===== src/rtl/fcp6_pkg.sv =====
// Shared FCP6 link constants: ctrl/cmd codes, header field positions, responder FSM states.
// Latency: n/a (definitions only).
// Backpressure: n/a.
package fcp6_pkg;

    localparam logic [1:0] CTRL_IDLE   = 2'b00;
    localparam logic [1:0] CTRL_HEADER = 2'b01;
    localparam logic [1:0] CTRL_DATA   = 2'b10;
    localparam logic [1:0] CTRL_END    = 2'b11;

    localparam logic [1:0] CMD_WR    = 2'b01;
    localparam logic [1:0] CMD_RD    = 2'b10;
    localparam logic [1:0] SYNC_MARK = 2'b11;

    // Header byte: [7:6] cmd, [5:2] addr, [1:0] sync marker
    localparam int HDR_CMD_MSB  = 7;
    localparam int HDR_CMD_LSB  = 6;
    localparam int HDR_ADDR_MSB = 5;
    localparam int HDR_ADDR_LSB = 2;
    localparam int HDR_SYNC_MSB = 1;
    localparam int HDR_SYNC_LSB = 0;

    typedef enum logic [2:0] {
        ST_IDLE,
        ST_HDR,
        ST_DATA,
        ST_WEND,
        ST_RDRV,
        ST_RESP,
        ST_ERR
    } state_t;

    // True when the header carries the given command and a correct sync marker.
    function automatic logic hdr_is(input logic [7:0] hdr, input logic [1:0] cmd);
        return (hdr[HDR_CMD_MSB:HDR_CMD_LSB] == cmd) &&
               (hdr[HDR_SYNC_MSB:HDR_SYNC_LSB] == SYNC_MARK);
    endfunction

endpackage


===== src/rtl/fcp6_responder_if.sv =====
// FCP6 link bundle: master->responder ctrl/data symbols, responder->master response and status.
// Latency: n/a (wiring only).
// Backpressure: none on the link; the master paces itself on busy.
interface fcp6_responder_if;
    logic [1:0] bus_ctrl;
    logic [1:0] bus_data;
    logic [1:0] rsp_data;
    logic       rsp_valid;
    logic       ack;
    logic       nak;
    logic       busy;
    logic [3:0] rx_addr;
    logic [7:0] rx_data;
    logic       rx_valid;

    modport master (
        output bus_ctrl, bus_data,
        input  rsp_data, rsp_valid, ack, nak, busy, rx_addr, rx_data, rx_valid
    );

    modport slave (
        input  bus_ctrl, bus_data,
        output rsp_data, rsp_valid, ack, nak, busy, rx_addr, rx_data, rx_valid
    );
endinterface


===== src/rtl/fcp6_sym_deser.sv =====
// 2-bit symbol to byte shifter, MSB pair first, with symbol counter and byte-complete strobe.
// Latency: byte readable on o_byte the cycle after its 4th symbol; o_byte_done is combinational.
// Backpressure: none; a symbol is taken on every cycle i_sym_vld is high.
module fcp6_sym_deser (
    input  logic       clk,
    input  logic       rst_n,
    input  logic       i_sym_vld,
    input  logic       i_clr,
    input  logic [1:0] i_sym,
    output logic [1:0] o_cnt,
    output logic [7:0] o_byte,
    output logic       o_byte_done
);
    logic [1:0] r_cnt;
    logic [7:0] r_byte;

    // Shift accepted symbols in; the count restarts whenever the owner stops feeding symbols.
    always_ff @(posedge clk or negedge rst_n) begin
        if (!rst_n) begin
            r_cnt  <= 2'd0;
            r_byte <= 8'h00;
        end else if (i_sym_vld) begin
            r_cnt  <= r_cnt + 2'd1;
            r_byte <= {r_byte[5:0], i_sym};
        end else if (i_clr) begin
            r_cnt  <= 2'd0;
        end
    end

    assign o_cnt       = r_cnt;
    assign o_byte      = r_byte;
    assign o_byte_done = i_sym_vld && (r_cnt == 2'd3);
endmodule


===== src/rtl/fcp6_responder.sv =====
// FCP6 responder: decodes header/data frames, writes or reads a 16x8 regfile, answers on rsp lane.
// Latency: write ack 1 cycle after END; read data 1..4 cycles after END, ack 5 after END (+1 with FCP6_PARITY_EN).
// Backpressure: none; busy tells the master when a new frame may start. FCP6_PARITY_EN adds a parity symbol.
module fcp6_responder
    import fcp6_pkg::*;
#(
    parameter int                ADDR_W    = 4,
    parameter int                DATA_W    = 8,
    parameter logic [DATA_W-1:0] RESET_VAL = 8'h00
) (
    input  logic             clk,
    input  logic             rst_n,
    fcp6_responder_if.slave  bus
);
`ifdef FCP6_PARITY_EN
    localparam int RSP_SYMS = 5;
`else
    localparam int RSP_SYMS = 4;
`endif

    state_t                   r_state, w_state_nxt;
    logic [1:0]               w_cnt;
    logic [DATA_W-1:0]        w_byte;
    logic                     w_byte_done;
    logic                     w_accept, w_clr;
    logic [7:0]               r_hdr;
    logic [DATA_W-1:0]        r_rf [2**ADDR_W];
    logic [2*RSP_SYMS-1:0]    r_rsp, w_rsp_load;
    logic [2:0]               r_rcnt;
    logic                     r_ack, r_nak, r_rx_valid;
    logic [ADDR_W-1:0]        r_rx_addr;
    logic [DATA_W-1:0]        r_rx_data;
    logic                     w_ack_nxt, w_nak_nxt, w_wr_en, w_rd_load;
    logic                     w_rd_ok, w_wr_ok, w_par_ok, w_rsp_vld;
    logic [ADDR_W-1:0]        w_addr;
    logic [DATA_W-1:0]        w_rd_byte;

    assign w_clr = !w_accept;

    fcp6_sym_deser u_deser (
        .clk         (clk),
        .rst_n       (rst_n),
        .i_sym_vld   (w_accept),
        .i_clr       (w_clr),
        .i_sym       (bus.bus_data),
        .o_cnt       (w_cnt),
        .o_byte      (w_byte),
        .o_byte_done (w_byte_done)
    );

    assign w_addr    = r_hdr[HDR_ADDR_MSB:HDR_ADDR_LSB];
    assign w_rd_ok   = hdr_is(r_hdr, CMD_RD);
    assign w_wr_ok   = hdr_is(r_hdr, CMD_WR);
    assign w_rd_byte = r_rf[w_addr];

`ifdef FCP6_PARITY_EN
    logic r_par, r_par_vld, w_par_cap;

    // Hold the parity symbol of the current write; forgotten as soon as the data phase ends.
    always_ff @(posedge clk or negedge rst_n) begin
        if (!rst_n) begin
            r_par     <= 1'b0;
            r_par_vld <= 1'b0;
        end else if (r_state != ST_DATA) begin
            r_par_vld <= 1'b0;
        end else if (w_par_cap) begin
            r_par     <= bus.bus_data[0];
            r_par_vld <= 1'b1;
        end
    end

    assign w_par_ok   = r_par_vld && (r_par == ^w_byte);
    assign w_rsp_load = {w_rd_byte, 1'b0, ^w_rd_byte};
`else
    assign w_par_ok   = 1'b1;
    assign w_rsp_load = w_rd_byte;
`endif

    // State register.
    always_ff @(posedge clk or negedge rst_n) begin
        if (!rst_n) r_state <= ST_IDLE;
        else        r_state <= w_state_nxt;
    end

    // Next state, symbol acceptance and the pulses registered for the following cycle.
    always_comb begin
        w_state_nxt = r_state;
        w_accept    = 1'b0;
        w_ack_nxt   = 1'b0;
        w_nak_nxt   = 1'b0;
        w_wr_en     = 1'b0;
        w_rd_load   = 1'b0;
`ifdef FCP6_PARITY_EN
        w_par_cap   = 1'b0;
`endif
        case (r_state)
            ST_IDLE: begin
                if (bus.bus_ctrl == CTRL_HEADER) begin
                    w_accept    = 1'b1;
                    w_state_nxt = ST_HDR;
                end else if (bus.bus_ctrl != CTRL_IDLE) begin
                    w_nak_nxt   = 1'b1;
                    w_state_nxt = ST_ERR;
                end
            end
            ST_HDR: begin
                if (w_cnt != 2'd0) begin
                    if (bus.bus_ctrl == CTRL_HEADER) begin
                        w_accept = 1'b1;
                    end else begin
                        w_nak_nxt   = 1'b1;
                        w_state_nxt = ST_ERR;
                    end
                end else if (bus.bus_ctrl == CTRL_DATA && !w_rd_ok) begin
                    // Bad headers still consume their data; the verdict comes at END.
                    w_accept    = 1'b1;
                    w_state_nxt = ST_DATA;
                end else if (bus.bus_ctrl == CTRL_END) begin
                    if (w_rd_ok) begin
                        w_rd_load   = 1'b1;
                        w_state_nxt = ST_RDRV;
                    end else begin
                        w_nak_nxt   = 1'b1;
                        w_state_nxt = ST_WEND;
                    end
                end else begin
                    w_nak_nxt   = 1'b1;
                    w_state_nxt = ST_ERR;
                end
            end
            ST_DATA: begin
                if (w_cnt != 2'd0) begin
                    if (bus.bus_ctrl == CTRL_DATA) begin
                        w_accept = 1'b1;
                    end else begin
                        w_nak_nxt   = 1'b1;
                        w_state_nxt = ST_ERR;
                    end
                end else if (bus.bus_ctrl == CTRL_END) begin
                    if (w_wr_ok && w_par_ok) begin
                        w_ack_nxt = 1'b1;
                        w_wr_en   = 1'b1;
                    end else begin
                        w_nak_nxt = 1'b1;
                    end
                    w_state_nxt = ST_WEND;
                end
`ifdef FCP6_PARITY_EN
                else if (bus.bus_ctrl == CTRL_DATA && !r_par_vld) begin
                    w_par_cap = 1'b1;
                end
`endif
                else begin
                    w_nak_nxt   = 1'b1;
                    w_state_nxt = ST_ERR;
                end
            end
            ST_WEND: w_state_nxt = ST_IDLE;
            ST_RDRV: begin
                if (r_rcnt == 3'(RSP_SYMS - 1)) begin
                    w_ack_nxt   = 1'b1;
                    w_state_nxt = ST_RESP;
                end
            end
            ST_RESP: w_state_nxt = ST_IDLE;
            ST_ERR: begin
                if (bus.bus_ctrl == CTRL_IDLE) w_state_nxt = ST_IDLE;
            end
            default: w_state_nxt = ST_IDLE;
        endcase
    end

    // Latch the header as its last symbol arrives so the deserialiser is free for data.
    always_ff @(posedge clk or negedge rst_n) begin
        if (!rst_n)                               r_hdr <= 8'h00;
        else if (r_state == ST_HDR && w_byte_done) r_hdr <= {w_byte[5:0], bus.bus_data};
    end

    // Register file: written only on an accepted write at END.
    always_ff @(posedge clk or negedge rst_n) begin
        if (!rst_n) begin
            for (int i = 0; i < 2**ADDR_W; i++) r_rf[i] <= RESET_VAL;
        end else if (w_wr_en) begin
            r_rf[w_addr] <= w_byte;
        end
    end

    // Completion pulses and the last-write record.
    always_ff @(posedge clk or negedge rst_n) begin
        if (!rst_n) begin
            r_ack      <= 1'b0;
            r_nak      <= 1'b0;
            r_rx_valid <= 1'b0;
            r_rx_addr  <= '0;
            r_rx_data  <= '0;
        end else begin
            r_ack      <= w_ack_nxt;
            r_nak      <= w_nak_nxt;
            r_rx_valid <= w_wr_en;
            if (w_wr_en) begin
                r_rx_addr <= w_addr;
                r_rx_data <= w_byte;
            end
        end
    end

    // Read response shifter: snapshot at END, then one symbol per cycle MSB pair first.
    always_ff @(posedge clk or negedge rst_n) begin
        if (!rst_n) begin
            r_rsp  <= '0;
            r_rcnt <= 3'd0;
        end else if (w_rd_load) begin
            r_rsp  <= w_rsp_load;
            r_rcnt <= 3'd0;
        end else if (r_state == ST_RDRV) begin
            r_rsp  <= r_rsp << 2;
            r_rcnt <= r_rcnt + 3'd1;
        end
    end

    assign w_rsp_vld     = (r_state == ST_RDRV);
    assign bus.rsp_valid = w_rsp_vld;
    assign bus.rsp_data  = w_rsp_vld ? r_rsp[2*RSP_SYMS-1 -: 2] : 2'b00;
    assign bus.ack       = r_ack;
    assign bus.nak       = r_nak;
    assign bus.rx_valid  = r_rx_valid;
    assign bus.rx_addr   = r_rx_addr;
    assign bus.rx_data   = r_rx_data;
    // busy rises combinationally with the first header symbol, and is forced low in reset.
    assign bus.busy      = rst_n && ((r_state != ST_IDLE) || (bus.bus_ctrl == CTRL_HEADER));
endmodule


===== src/flat_wrapper.sv =====
// flat-port wrapper written by rule: the top's interface ports become plain ports
module fcp6_responder_flat import fcp6_pkg::*;
#(
    parameter int                ADDR_W    = 4,
    parameter int                DATA_W    = 8,
    parameter logic [DATA_W-1:0] RESET_VAL = 8'h00
)
  (clk, rst_n, bus_bus_ctrl, bus_bus_data, bus_rsp_data, bus_rsp_valid, bus_ack, bus_nak, bus_busy, bus_rx_addr, bus_rx_data, bus_rx_valid);
  fcp6_responder_if bus_i ();
  input  logic clk;
  input  logic rst_n;
  input wire logic [$bits(bus_i.bus_ctrl)-1:0] bus_bus_ctrl;
  input wire logic [$bits(bus_i.bus_data)-1:0] bus_bus_data;
  output wire logic [$bits(bus_i.rsp_data)-1:0] bus_rsp_data;
  output wire logic [$bits(bus_i.rsp_valid)-1:0] bus_rsp_valid;
  output wire logic [$bits(bus_i.ack)-1:0] bus_ack;
  output wire logic [$bits(bus_i.nak)-1:0] bus_nak;
  output wire logic [$bits(bus_i.busy)-1:0] bus_busy;
  output wire logic [$bits(bus_i.rx_addr)-1:0] bus_rx_addr;
  output wire logic [$bits(bus_i.rx_data)-1:0] bus_rx_data;
  output wire logic [$bits(bus_i.rx_valid)-1:0] bus_rx_valid;
  assign bus_i.bus_ctrl = bus_bus_ctrl;
  assign bus_i.bus_data = bus_bus_data;
  assign bus_rsp_data = bus_i.rsp_data;
  assign bus_rsp_valid = bus_i.rsp_valid;
  assign bus_ack = bus_i.ack;
  assign bus_nak = bus_i.nak;
  assign bus_busy = bus_i.busy;
  assign bus_rx_addr = bus_i.rx_addr;
  assign bus_rx_data = bus_i.rx_data;
  assign bus_rx_valid = bus_i.rx_valid;
  fcp6_responder #(.ADDR_W(ADDR_W), .DATA_W(DATA_W), .RESET_VAL(RESET_VAL)) u_core (.clk(clk), .rst_n(rst_n), .bus(bus_i));
endmodule

===== config.mk =====
export PLATFORM = sky130hd
export DESIGN_NAME = fcp6_responder_flat
export DESIGN_NICKNAME = d
export VERILOG_FILES = /design/src/rtl/fcp6_pkg.sv /design/src/rtl/fcp6_responder_if.sv /design/src/rtl/fcp6_sym_deser.sv /design/src/rtl/fcp6_responder.sv /design/src/flat_wrapper.sv
export SDC_FILE = /design/constraint.sdc
export NUM_CORES = 1
export LEC_CHECK = 0
export ABC_CLOCK_PERIOD_IN_PS = 6700
export BUFFER_PORTS_ARGS = -buffer_cell sky130_fd_sc_hd__buf_2
export CAP_MARGIN = 15
export CORE_ASPECT_RATIO = 0.8
export CORE_MARGIN = 2
export CORE_UTILIZATION = 35
export DETAILED_ROUTE_END_ITERATION = 6
export PLACE_DENSITY = 0.54
export SLEW_MARGIN = 15
export SYNTH_ARGS = -nofsm -noshare
export SYNTH_HDL_FRONTEND = slang
export SYNTH_SLANG_ARGS = --single-unit

===== constraint.sdc =====
create_clock -name clk -period 6.7 [get_ports clk]
set_input_delay 1.34 -clock clk [delete_from_list [all_inputs] [get_ports clk]]
set_output_delay 1.34 -clock clk [all_outputs]
set_load 0.01 [all_outputs]

# == Word-level counts from Yosys, hierarchy flattened ==
# Index checks and enable logic that the tools add are counted.
# totals
reg_bits,175
elab_cells,119
# op_classes
magnitude_cmp,2
n_bitwise,1
mux,54
n_eq_ne,17
reduce_logical,16
n_addsub,2
# ops
operator,count
$bwmux 128,1
$mux 3,14
$mux 8,5
$bmux 8 s4,1
$demux 8 s4,1
$mux 1,26
$pmux 3 s5,1
$eq 2x2->1 const B,5
$logic_and 1x1->1,7
$eq 3x2->1 const B,2
$eq 3x3->1 const B,2
$ne 3x3->1 const B,2
$pmux 1 s3,2
$reduce_bool 2->1,3
$ge 5x5->1 const B,1
$lt 5x1->1 const B,1
$not 4->5,1
$reduce_and 5->1,1
$eq 2x1->1 const B,2
$mux 2,2
$add 3x1->3 const B,1
$eq 3x1->1 const B,1
$logic_not 3->1,1
$ne 3x1->1 const B,1
8 further kinds,8

# == Longest topological paths before layout ==
# logic_depth
depth_word,9
mapped_depth,9
ltp_nobuf,6

# == Cells and area by module ==
# A second synthesis with hierarchy kept.
# hier_totals
hier_cells,565
area_unflattened_um2,8308.0
# modules_own_cells
mod,instances,cells_per_inst,area_each_um2
fcp6_responder,1,540,7882.6
fcp6_sym_deser,1,25,425.4

# == Worst setup path after synthesis ==
# No wires, ideal clock.
# synth_timing
path_type,input to output
start,input bus_bus_ctrl[1]
end,output bus_busy
path_buffers,1
path_slack_ns,3.386
arrival_time_ns,1.974
cell_stages,3
path_cell_list,clkbuf_1 nand2b_1 a21boi_0
# synth_between
elab_chain_len,3
# synth_lines
item,line_no,rtl
"start, declared",flat_wrapper.sv:12,input wire logic [$bits(bus_i.bus_ctrl)-1:0] bus_bus_ctrl;
$eq 2x1->1,fcp6_responder.sv:230,assign bus.busy = rst_n && ((r_state != ST_IDLE) || (bus.bus_ctrl == CTRL_HEADER));
$logic_or 1x1->1,fcp6_responder.sv:230,
$logic_and 1x1->1,fcp6_responder.sv:230,
"end, declared",flat_wrapper.sv:18,output wire logic [$bits(bus_i.busy)-1:0] bus_busy;
# No other way between the ends.

# == Worst setup path in the final report ==
# layout_timing
start,register u_core.r_state[1]
end,output bus_rsp_data[0]
# layout_between
elab_chain_len,2
# layout_lines
item,line_no,rtl
"start, declared",fcp6_responder.sv:21,"state_t r_state, w_state_nxt;"
"start signal, assigned",fcp6_responder.sv:82,else r_state <= w_state_nxt;
$eq 3x3->1,fcp6_responder.sv:221,assign w_rsp_vld = (r_state == ST_RDRV);
$mux 2,fcp6_responder.sv:223,assign bus.rsp_data = w_rsp_vld ? r_rsp[2*RSP_SYMS-1 -: 2] : 2'b00;
"end, declared",flat_wrapper.sv:14,output wire logic [$bits(bus_i.rsp_data)-1:0] bus_rsp_data;
# No other way between the ends.

==> results.toml <==
[synthesis]
synth-compound-area-share = 0.03867
ys_warn_count = 0
synth_top_family_by_area = "multiplexers"
ys_seq_elements = 175
synth_cells = 590
synth_top_area_share = 0.5371
synth_ff_type = "dfrtp_1"
synth_area_leaders = "dfrtp_1, mux2_2, mux4_2, mux2_4, nand2_1"
synthArstFlopShare = 1.000
synth_mux_area_frac = 0.3095
synth_edf_count = 0
syn_nets = 600
yosys.area_share.simple = 0.07856
syn_area_mm2 = 0.008154
yosysTopAreaCell = "dfrtp_1"
yosys.area_share.adder = 0.006138
synth_cell_types = 53
ys_seq_area_frac = 0.5371
synth_xor_area_frac = 0.001074
synth.avg_cell_area_um2 = 13.82

[floorplan]
core_mm2 = 0.02268
start_util = 0.3595
die_area_mm2 = 0.02454
ios = 25
die_w_um = 174.7
fp-row-count = 49
die_h_um = 140.5

[placement]
hpwlAfterDp_um = 12400
place_inst = 876
place.gp.congestion = 0.8519
place_area_mm2 = 0.008486
portBuffers = 24

[clock_tree]
clock_latency_ns = 0.44
clkSinkCount = 175
postCtsSetupBuffers = 0
cts_max_level = 4
cts.clk_slew.worst_paths_ns = 0.07
cts-root-buf = "clkbuf_16"
tritoncts = "done"
postCtsHoldBufs = 0
clk_path_buf_depth = 2
numCtsBuffers = 17
ctsResizeCount = 0

[global_route]
grt_pass1_vias = 5086
grt_first_pass_wirelength_um = 30410
grt.overflow.total = 0
antenna_found_initial = 0
track_usage = 0.1649
grt_max_degree = 102

[route]
routed_wl_um = 19110
drc = 0
via_per_inst = 5.309
drtPass1Iterations = 5
drt_iter0_markers = 354
antenna_left = 0
num_vias = 4815
routedWlPerCell_um = 21.07

[run_status]
outcome = "complete, no violations"

[sta]
setup_viol = 0
clock.fmax_mhz = 269.0
tns_ns = 0
rsz0062_at_grt = "no"
fin_crit_sh = 0.5548
tightest_slew_ns = 0.9762
slew_viol_final = 0
finalCriticalPeriod_ns = 3.717
final_hold_viol_count = 0
slew_headroom = 0.3492
clock_skew_ns = 0.02642

[worst_setup_path]
cp_slowest_cell = "dfrtp_1"
path_cells = "or3b_2, clkinv_1, and2_1, buf_2"
endpoint_kind = "primary output"
required_ns = 5.36
arrival_ns = 2.38
worstSetupStartpointType = "flop"
critPathTopFamily = "simple AND/OR/NAND/NOR gates"
cp_max_fo = 17
crit_buf_inv = 2
critPathMaxStageDelay_ns = 0.65
critPathKind = "reg2out"

[job]
maxCapViolations = 0

[finish]
fin_cells = 907
area_growth_pct = 11.02
final_cell_mix = "dfrtp_1, mux2_2, nand2_1"
drive_above_1_share = 0.4077
layout_commonest_cell = "dfrtp_1"
stdcell_area_mm2 = 0.009052
fin_nets = 599
utilization = 0.3991
antenna_cells = 0
fillers = 2095

[min_path]
hold_class = "reg2reg"

[pwr]
clkPwrFrac = 0.385
p_int_uw = 1761
power.switching_fraction = 0.3014
p_switching_uw = 759.7
p_seq_frac = 0.513
p_leak_uw = 0.004336
power_density_mw_per_mm2 = 278.4
p_comb_frac = 0.102
power_uw = 2520
vdd_ir_drop_max_v = 0.0001261
==> cell type report <==
| type | count | area [µm²] | area share |
|---|---|---|---|
| clock buffers | 18 | 429.2 | 0.04741 |
| clock inverters | 13 | 137.6 | 0.01520 |
| inverters | 4 | 15.01 | 0.001659 |
| multi-input cells | 362 | 3543 | 0.3914 |
| flip-flops and latches | 175 | 4380 | 0.4839 |
| well taps | 306 | 382.9 | 0.04229 |
| repair buffers | 29 | 163.9 | 0.01811 |
==> worst register-to-register path: stages (launching register included) <==
cell	delay (ns)
dfrtp_1	0.65
or3b_1	0.45
or3_1	0.72
or3_1	0.75
mux2_4	0.38
==> Yosys cell counts, types with 2 or more instances <==
cell,n
o21a_1,2
a21oi_1,6
a22o_1,4
inv_1,3
mux2_4,16
and3_1,5
o22ai_1,5
nor3_1,6
and2_1,4
dfrtp_1,175
o21ai_0,10
ha_1,4
mux2_2,129
or3_1,4
and4b_1,2
a2111oi_0,2
nand4b_1,2
buf_6,4
a31oi_1,2
mux2i_1,11
nor2b_1,5
a211oi_1,4
buf_2,6
nand2_1,56
nand2b_1,3
nand3_1,11
clkbuf_1,36
mux4_2,32
buf_1,3
a31o_2,2
nor2_1,14
==> sequential cells by signal, indices dropped and copies added, names as in the netlist <==
signal / count
u_core.bus.ack: 1
u_core.bus.nak: 1
u_core.bus.rx_addr: 4
u_core.bus.rx_data: 8
u_core.bus.rx_valid: 1
u_core.r_hdr: 8
u_core.r_rcnt: 3
u_core.r_rf: 128
u_core.r_rsp: 8
u_core.r_state: 3
u_core.u_deser.o_byte: 8
u_core.u_deser.o_cnt: 2
==> through the flow <==
stage          hold slack, ns  setup slack, ns
2_1_floorplan          0.4739            3.386
3_3_place_gp           0.4508            2.915
3_5_place_dp           0.4604            2.874
4_1_cts                0.4749            2.866
5_1_grt                0.4993            2.746
6_report               0.4649            2.983
==> power by group through the flow <==
| stage | sequential (µW) | clock [µW] | combinational [µW] |
|---|---|---|---|
| 2_1_floorplan | 1150 | 0 | 287 |
| 3_3_place_gp | 1310 | 0 | 247 |
| 3_5_place_dp | 1320 | 0 | 258 |
| 4_1_cts | 1300 | 993 | 259 |
| 5_1_grt | 1320 | 1040 | 283 |
| 6_report | 1290 | 970 | 256 |
==> per-layer routing <==
metal	part of all wire	GRT usage	vias up	routed length [µm]
li1	-	-	2151	-
met1	0.47	0.2354	2555	8943
met2	0.48	0.2615	102	9193
met3	0.045	0.02796	7	866
met4	0.0055	0.04386	0	105
met5	0	0	-	0
==> cells by family after synthesis <==
group           Yosys count
compound gates           46
xor+xnor                  1
fa+ha+maj                 4
buf+inv                  53
flops                   175
mux                     188
simple gates            123
==> path summary, 6_finish.rpt <==
path | cells past startpoint | slack (ns) | from | end
worst min-delay path | 2 | 0.46 | u_core.bus.rx_data[5] | u_core.bus.rx_data[5]
max in group asynchronous | 2 | 4.21 | rst_n | u_core.r_rf[27]
worst max register to register | 4 | 3.62 | u_core.r_state[1] | u_core.r_rf[97]
worst max-delay path | 4 | 2.98 | u_core.r_state[1] | bus_rsp_data[0]
worst min register to register | 2 | 0.46 | u_core.bus.rx_data[5] | u_core.bus.rx_data[5]
min in group asynchronous | 1 | 0.97 | rst_n | u_core.r_state[2]
No activity file was read; power rests on OpenSTA's default activity.
